### config.mk
export PLATFORM = sky130hd
export DESIGN_NAME = ahb_sram_slave_flat
export DESIGN_NICKNAME = d
export VERILOG_FILES = /design/src/rtl/ahb_sram_slave_pkg.sv /design/src/rtl/ahb_sram_slave_if.sv /design/src/rtl/ahb_lane_decode.sv /design/src/rtl/ahb_sram_slave.sv /design/src/flat_wrapper.sv
export SDC_FILE = /design/constraint.sdc
export NUM_CORES = 1
export LEC_CHECK = 0
export CELL_PAD_IN_SITES_DETAIL_PLACEMENT = 1
export CELL_PAD_IN_SITES_GLOBAL_PLACEMENT = 1
export CORE_MARGIN = 8
export CORE_UTILIZATION = 21
export DETAILED_ROUTE_END_ITERATION = 10
export PLACE_DENSITY = 0.95
export SETUP_SLACK_MARGIN = 0.15
export SLEW_MARGIN = 20
export SYNTH_ARGS = -nofsm -noshare
export SYNTH_HDL_FRONTEND = slang
export SYNTH_HIERARCHICAL = 1
export SYNTH_SLANG_ARGS = --single-unit
### constraint.sdc
create_clock -name HCLK -period 4.5 [get_ports HCLK]
set_input_delay 0.9 -clock HCLK [delete_from_list [all_inputs] [get_ports HCLK]]
set_output_delay 0.9 -clock HCLK [all_outputs]
set_load 0.03 [all_outputs]
### src/rtl/ahb_sram_slave_pkg.sv
// Shared types for the AHB-Lite SRAM responder.
// Holds the transfer encodings and the responder state constants.
package ahb_sram_slave_pkg;

   typedef enum logic [1:0] {
      HTRANS_IDLE   = 2'b00,
      HTRANS_BUSY   = 2'b01,
      HTRANS_NONSEQ = 2'b10,
      HTRANS_SEQ    = 2'b11
   } htrans_t;

   localparam logic [2:0] HSIZE_BYTE = 3'd0;
   localparam logic [2:0] HSIZE_HALF = 3'd1;
   localparam logic [2:0] HSIZE_WORD = 3'd2;

   typedef logic [2:0] ahb_sram_state_t;

   localparam ahb_sram_state_t ST_IDLE     = 3'd0;
   localparam ahb_sram_state_t ST_WRITE    = 3'd1;
   localparam ahb_sram_state_t ST_RD_ISSUE = 3'd2;
   localparam ahb_sram_state_t ST_RD_DATA  = 3'd3;
   localparam ahb_sram_state_t ST_ERR1     = 3'd4;
   localparam ahb_sram_state_t ST_ERR2     = 3'd5;

endpackage

### src/rtl/ahb_sram_slave_if.sv
// AHB-Lite bus plus SRAM macro pins seen by the responder.
// The master modport is the bus/SRAM side, the slave modport is the responder.
interface ahb_sram_slave_if;

   logic        HSEL;
   logic [31:0] HADDR;
   logic [1:0]  HTRANS;
   logic        HWRITE;
   logic [2:0]  HSIZE;
   logic [31:0] HWDATA;
   logic        HREADY;
   logic [31:0] HRDATA;
   logic        HREADYOUT;
   logic        HRESP;
   logic        sram_cen;
   logic        sram_wen;
   logic [3:0]  sram_ben;
   logic [31:0] sram_addr;
   logic [31:0] sram_din;
   logic [31:0] sram_dout;

   modport slave (
      input  HSEL, HADDR, HTRANS, HWRITE, HSIZE, HWDATA, HREADY, sram_dout,
      output HRDATA, HREADYOUT, HRESP, sram_cen, sram_wen, sram_ben, sram_addr, sram_din
   );

   modport master (
      output HSEL, HADDR, HTRANS, HWRITE, HSIZE, HWDATA, HREADY, sram_dout,
      input  HRDATA, HREADYOUT, HRESP, sram_cen, sram_wen, sram_ben, sram_addr, sram_din
   );

endinterface

### src/rtl/ahb_lane_decode.sv
// Byte-lane decode: offset[1:0] and HSIZE to active-low byte enables and misalignment.
// Purely combinational, zero latency, no backpressure.
module ahb_lane_decode
   import ahb_sram_slave_pkg::*;
(
   input  logic [1:0] i_off,
   input  logic [2:0] i_size,
   output logic [3:0] o_ben,
   output logic       o_misalign
);

   always_comb begin
      o_ben      = 4'hF;
      o_misalign = 1'b0;
      case (i_size)
         HSIZE_BYTE: o_ben = ~(4'b0001 << i_off);
         HSIZE_HALF: begin
            o_ben      = i_off[1] ? 4'b0011 : 4'b1100;
            o_misalign = i_off[0];
         end
         HSIZE_WORD: begin
            o_ben      = 4'b0000;
            o_misalign = |i_off;
         end
         default: o_misalign = 1'b0;
      endcase
   end

endmodule

### src/rtl/ahb_sram_slave.sv
// AHB-Lite responder onto a single-port synchronous SRAM: writes zero-wait, reads one wait state,
// illegal transfers get a two-cycle ERROR; HREADYOUT low in RD_ISSUE and ERR1 stalls the bus.
module ahb_sram_slave
   import ahb_sram_slave_pkg::*;
#(
   parameter int unsigned MEM_BYTES = 4096,
   parameter logic [31:0] BASE_ADDR = 32'h0
)(
   input logic             HCLK,
   input logic             HRESET,
   ahb_sram_slave_if.slave bus
);

   ahb_sram_state_t r_state;
   ahb_sram_state_t w_next;
   logic [31:0]     r_addr;
   logic [3:0]      r_ben;
   logic [31:0]     w_off;
   logic [3:0]      w_ben;
   logic            w_misalign;
   logic            w_can_accept;
   logic            w_accept;
   logic            w_illegal;
   logic            w_wr;
   logic            w_rd;

   assign w_off = bus.HADDR - BASE_ADDR;

   ahb_lane_decode u_lane (
      .i_off      (w_off[1:0]),
      .i_size     (bus.HSIZE),
      .o_ben      (w_ben),
      .o_misalign (w_misalign)
   );

   // ERR2 is excluded: the master is cancelling whatever it presents there
   assign w_can_accept = (r_state == ST_IDLE) || (r_state == ST_WRITE) || (r_state == ST_RD_DATA);
   assign w_accept     = w_can_accept && bus.HSEL && bus.HREADY &&
                         ((bus.HTRANS == HTRANS_NONSEQ) || (bus.HTRANS == HTRANS_SEQ));
   assign w_illegal    = (bus.HSIZE > HSIZE_WORD) || w_misalign || (w_off >= MEM_BYTES);

   always_comb begin
      w_next = ST_IDLE;
      case (r_state)
         ST_RD_ISSUE: w_next = ST_RD_DATA;
         ST_ERR1:     w_next = ST_ERR2;
         default: begin
            if (w_accept) begin
               if (w_illegal)       w_next = ST_ERR1;
               else if (bus.HWRITE) w_next = ST_WRITE;
               else                 w_next = ST_RD_ISSUE;
            end
         end
      endcase
   end

   always_ff @(posedge HCLK) begin
      if (HRESET) begin
         r_state <= ST_IDLE;
         r_addr  <= '0;
         r_ben   <= 4'hF;
      end else begin
         r_state <= w_next;
         if (w_accept && !w_illegal) begin
            r_addr <= {w_off[31:2], 2'b00};
            r_ben  <= w_ben;
         end
      end
   end

   assign w_wr = (r_state == ST_WRITE);
   assign w_rd = (r_state == ST_RD_ISSUE);

   assign bus.HREADYOUT = !((r_state == ST_RD_ISSUE) || (r_state == ST_ERR1));
   assign bus.HRESP     = (r_state == ST_ERR1) || (r_state == ST_ERR2);
   assign bus.HRDATA    = (r_state == ST_RD_DATA) ? bus.sram_dout : 32'h0;

   // SRAM pins are gated by state so an idle slave presents a quiet, reset-like macro interface
   assign bus.sram_cen  = !(w_wr || w_rd);
   assign bus.sram_wen  = !w_wr;
   assign bus.sram_ben  = w_wr ? r_ben : (w_rd ? 4'h0 : 4'hF);
   assign bus.sram_addr = (w_wr || w_rd) ? r_addr : 32'h0;
   assign bus.sram_din  = w_wr ? bus.HWDATA : 32'h0;

endmodule

### src/flat_wrapper.sv
// flat-port wrapper written by rule: the top's interface ports become plain ports
module ahb_sram_slave_flat import ahb_sram_slave_pkg::*;
#(
   parameter int unsigned MEM_BYTES = 4096,
   parameter logic [31:0] BASE_ADDR = 32'h0
)
  (HCLK, HRESET, bus_HSEL, bus_HADDR, bus_HTRANS, bus_HWRITE, bus_HSIZE, bus_HWDATA, bus_HREADY, bus_sram_dout, bus_HRDATA, bus_HREADYOUT, bus_HRESP, bus_sram_cen, bus_sram_wen, bus_sram_ben, bus_sram_addr, bus_sram_din);
  ahb_sram_slave_if bus_i ();
  input logic HCLK;
  input logic HRESET;
  input wire logic [$bits(bus_i.HSEL)-1:0] bus_HSEL;
  input wire logic [$bits(bus_i.HADDR)-1:0] bus_HADDR;
  input wire logic [$bits(bus_i.HTRANS)-1:0] bus_HTRANS;
  input wire logic [$bits(bus_i.HWRITE)-1:0] bus_HWRITE;
  input wire logic [$bits(bus_i.HSIZE)-1:0] bus_HSIZE;
  input wire logic [$bits(bus_i.HWDATA)-1:0] bus_HWDATA;
  input wire logic [$bits(bus_i.HREADY)-1:0] bus_HREADY;
  input wire logic [$bits(bus_i.sram_dout)-1:0] bus_sram_dout;
  output wire logic [$bits(bus_i.HRDATA)-1:0] bus_HRDATA;
  output wire logic [$bits(bus_i.HREADYOUT)-1:0] bus_HREADYOUT;
  output wire logic [$bits(bus_i.HRESP)-1:0] bus_HRESP;
  output wire logic [$bits(bus_i.sram_cen)-1:0] bus_sram_cen;
  output wire logic [$bits(bus_i.sram_wen)-1:0] bus_sram_wen;
  output wire logic [$bits(bus_i.sram_ben)-1:0] bus_sram_ben;
  output wire logic [$bits(bus_i.sram_addr)-1:0] bus_sram_addr;
  output wire logic [$bits(bus_i.sram_din)-1:0] bus_sram_din;
  assign bus_i.HSEL = bus_HSEL;
  assign bus_i.HADDR = bus_HADDR;
  assign bus_i.HTRANS = bus_HTRANS;
  assign bus_i.HWRITE = bus_HWRITE;
  assign bus_i.HSIZE = bus_HSIZE;
  assign bus_i.HWDATA = bus_HWDATA;
  assign bus_i.HREADY = bus_HREADY;
  assign bus_i.sram_dout = bus_sram_dout;
  assign bus_HRDATA = bus_i.HRDATA;
  assign bus_HREADYOUT = bus_i.HREADYOUT;
  assign bus_HRESP = bus_i.HRESP;
  assign bus_sram_cen = bus_i.sram_cen;
  assign bus_sram_wen = bus_i.sram_wen;
  assign bus_sram_ben = bus_i.sram_ben;
  assign bus_sram_addr = bus_i.sram_addr;
  assign bus_sram_din = bus_i.sram_din;
  ahb_sram_slave #(.MEM_BYTES(MEM_BYTES), .BASE_ADDR(BASE_ADDR)) u_core (.HCLK(HCLK), .HRESET(HRESET), .bus(bus_i));
endmodule
==> impl_metrics.yaml <==
worst_setup_path:
  r2r_slack_ps: 2220
  cpMostUsedCell: "buf_4"
  worst_path_max_delay_cell: "clkdlybuf4s50_1"
  rr_worst_depth: 4
  cp.required_ps: 3600
  worst-setup-path-type: "flop to output pin"
  critical_path.max_fanout: 38
  reg2reg_from: "u_core/r_state[2]$_SDFF_PP0_"
  cp-end-kind: "output pin"
  arrival_ps: 2610
  r2r-end: "u_core/r_ben[2]$_SDFFE_PP1P_"
  cp-start-kind: "flop"
  crit_chain: "inv_1 > nor3_2 > buf_4 > a21oi_2 > buf_4 > clkdlybuf4s50_1"
  max_stage_delay_ps: 730
drt:
  routedWlPerCell_um: 18.2
  antenna_left: 0
  drt_first_iter_violations: 104
  vias_per_cell: 4.35
  drt-total-wl_um: 10900
  drc: 0
  firstDrtPassIters: 4
  via_count: 2608
pwr:
  internal-power_w: 0.000594
  peakVddDrop_uv: 144
  power_frac_comb: 0.204
  clkPwrFrac: 0.369
  p_per_area_nw_per_um2: 174
  seqPwrFrac: 0.427
  swShare: 0.229
  switchingPower_w: 0.000176
  power_leakage_nw: 1.55
run:
  cap_violations: 0
clock_network:
  cts.sinks: 37
  clk_latency_ps: 280
  clk_pin_slew_ps: 80
  cts_tree: "done"
  cts_max_level: 2
  cts_buffer_depth: 2
  cts_post_setup_buffers_inserted: 0
  cts-root-buf: "clkbuf_8"
  cts_inserted_buffers: 5
  cts_resized: 0
  hold_buffers: 0
placement:
  portBuffers: 206
  dpl.cell_count: 592
  place_congestion: 0.779
  post-dp-hpwl_um: 9230
  place_area_um2: 4310
  detailedPlace.worstSlack_ps: 923
floorplan:
  placementRows: 37
  fp.coreArea_um2: 10200
  num_io_pins: 210
  initial_utilization: 0.213
  die_area_um2: 13800
  die_x_um: 118
  die_h_um: 118
synthesis:
  synthTopCellsByArea: "dfxtp_1 (34%), and2_1 (19%), nor2b_1 (9.2%), nor3b_1 (6.6%), nand4_1 (4.6%)"
  ys_seq_area_frac: 0.342
  synth_top_cell_by_area: "dfxtp_1"
  synth_area_um2: 2160
  yosysWarnings: 6
  synthDistinctLibCells: 32
  syn_area_per_cell_um2: 8.05
  synth_top_area_frac: 0.342
  synth-seq-cells: 37
  postSynthCellCount: 269
finish:
  nets: 569
  syn_to_final_growth_pct: 105
  n_antenna_cell: 0
  final_cell_area_um2: 4430
  drive_gt1_frac: 0.0409
  stdcell_count: 600
min_path:
  hold_end: "u_core/r_addr[17]$_SDFFE_PP0P_"
  hold_path_class: "flop to flop"
  hold_start: "u_core/r_addr[17]$_SDFFE_PP0P_"
  whs_path_depth: 1
sta:
  rsz0062_at_grt: "false"
  worst_pin_slew_ps: 888
  fin_skew_ps: 5.21
  final-hold-violation-count: 0
  slew_headroom: 0.408
  max_freq_mhz: 285
  slew_viol_final: 0
  worst_slack_ps: 993
  holdWs_ps: 470
  post-route-period-util: 0.779
  setup_tns_ps: 0
  period_minus_slack_ps: 3510
  setup_violations: 0
global_routing:
  grt_pass1_wl_um: 16700
  grt_usage: 0.150
  antenna_found_initial: 0
  grt_max_degree: 39
  grt_pass1_vias: 2950
  overflow: 0
outcome:
  status: "complete, no violations"
cells by family (layout without fill, tap and decap cells):
family                 Yosys count  after routing  share of synthesized area
other                            1              2                    0.00173
DFF                             37             37                      0.342
and+or+nand+nor                151            151                      0.446
buffers and inverters           35            229                     0.0832
AOI/OAI and AO/OA               45             45                      0.127
synthesized netlist by cell type:
| library cell | count |
|---|---|
| and2_1 | 65 |
| dfxtp_1 | 37 |
| nor2b_1 | 32 |
| nor3b_1 | 19 |
| a21oi_1 | 16 |
| nand4_1 | 16 |
| clkbuf_1 | 15 |
| o21ai_0 | 14 |
| inv_1 | 9 |
| a21boi_0 | 5 |
| nor4_1 | 5 |
| o211ai_1 | 5 |
| buf_4 | 4 |
| nor2_1 | 4 |
| buf_2 | 3 |
| buf_8 | 2 |
| nand2_1 | 2 |
| nor3_1 | 2 |
| a211oi_1 | 1 |
| a21boi_4 | 1 |
| a32o_1 | 1 |
| and3_1 | 1 |
| and4_1 | 1 |
| and4b_1 | 1 |
| buf_1 | 1 |
| buf_6 | 1 |
| conb_1 | 1 |
| nand3b_1 | 1 |
| nor3b_2 | 1 |
| o2111ai_1 | 1 |
| o21ai_1 | 1 |
| or3_1 | 1 |
through the flow:
| stage | utilization | power, W |
|---|---|---|
| after detailed placement | 0.423 | 0.000494 |
| after global placement | 0.423 | 0.000491 |
| after floorplan | - | 0.000380 |
| after CTS | 0.435 | 0.000782 |
| final | 0.435 | 0.000770 |
| after global routing | 0.435 | 0.000807 |
layout make-up:
class	instances	area, um2
fillers	1219	5760
repair buffers	212	2110
multi-input cells	198	1260
flip-flops and latches	37	741
well taps	136	170
clock buffers	5	68.8
clock inverters	3	46.3
inverters	9	33.8
per-layer routing:
metal | part of all wire | up-vias | track usage
met3 | 0.062 | 14 | 0.0513
met1 | 0.37 | 1224 | 0.152
met5 | 0 | - | 0
met4 | 0.016 | 0 | 0.0240
met2 | 0.55 | 84 | 0.292
li1 | - | 1286 | -
how the worst max path moves through the flow:
| stage | from | to | slack (ps) |
|---|---|---|---|
| after floorplan | u_core/r_state[0]$_SDFF_PP0_ | bus_sram_ben[0] | 1990 |
| after global placement | bus_HSIZE[0] | u_core/r_ben[3]$_SDFFE_PP1P_ | 1060 |
| after detailed placement | bus_HSIZE[0] | u_core/r_ben[2]$_SDFFE_PP1P_ | 920 |
| after CTS | u_core/r_state[0]$_SDFF_PP0_ | bus_sram_cen | 900 |
| after global routing | u_core/r_state[0]$_SDFF_PP0_ | bus_sram_cen | 810 |
| final | u_core/r_state[0]$_SDFF_PP0_ | bus_sram_cen | 990 |
registers in the layout, summed over array words and instances, names as in the netlist:
name            count
u_core/r_ben        4
u_core/r_state      3
u_core/r_addr      30
critical path, delay by kind of cell, from the launching register on:
family                 cells  cell delay [ps]
DFF                        1              330
AOI/OAI and AO/OA          1              390
buffers and inverters      4             1530
and+or+nand+nor            1               80
power groups by stage:
stage	Combinational, W	Clock (W)	Sequential [W]
floorplan	0.0000435	0	0.000336
finish	0.000157	0.000284	0.000329
global route	0.000167	0.000310	0.000329
CTS	0.000159	0.000294	0.000329
detailed placement	0.000158	0	0.000337
global placement	0.000154	0	0.000337
cell usage in the layout, fill, tap and decap left out:
| cell | n |
|---|---|
| o21ai_1 | 1 |
| and2_1 | 65 |
| bufinv_16 | 1 |
| a21oi_1 | 15 |
| nand3b_1 | 1 |
| and4b_1 | 1 |
| o21ai_0 | 14 |
| clkinv_4 | 1 |
| a211oi_1 | 1 |
| inv_1 | 9 |
| buf_4 | 6 |
| conb_1 | 2 |
| nor2_1 | 4 |
| nand2_1 | 2 |
| or3_1 | 1 |
| nand4_1 | 16 |
| and4_1 | 1 |
| nor3_2 | 2 |
| o2111ai_1 | 1 |
| a21boi_4 | 1 |
| a21boi_0 | 5 |
| nor4_1 | 5 |
| a21oi_2 | 1 |
| nor3b_2 | 1 |
| and3_1 | 1 |
| a32o_1 | 1 |
| dfxtp_1 | 37 |
| nor2b_1 | 32 |
| clkinvlp_4 | 1 |
| o211ai_1 | 5 |
| clkbuf_8 | 5 |
| nor3b_1 | 19 |
| clkdlybuf4s50_1 | 206 |
Power figures use the tool's default switching activity.
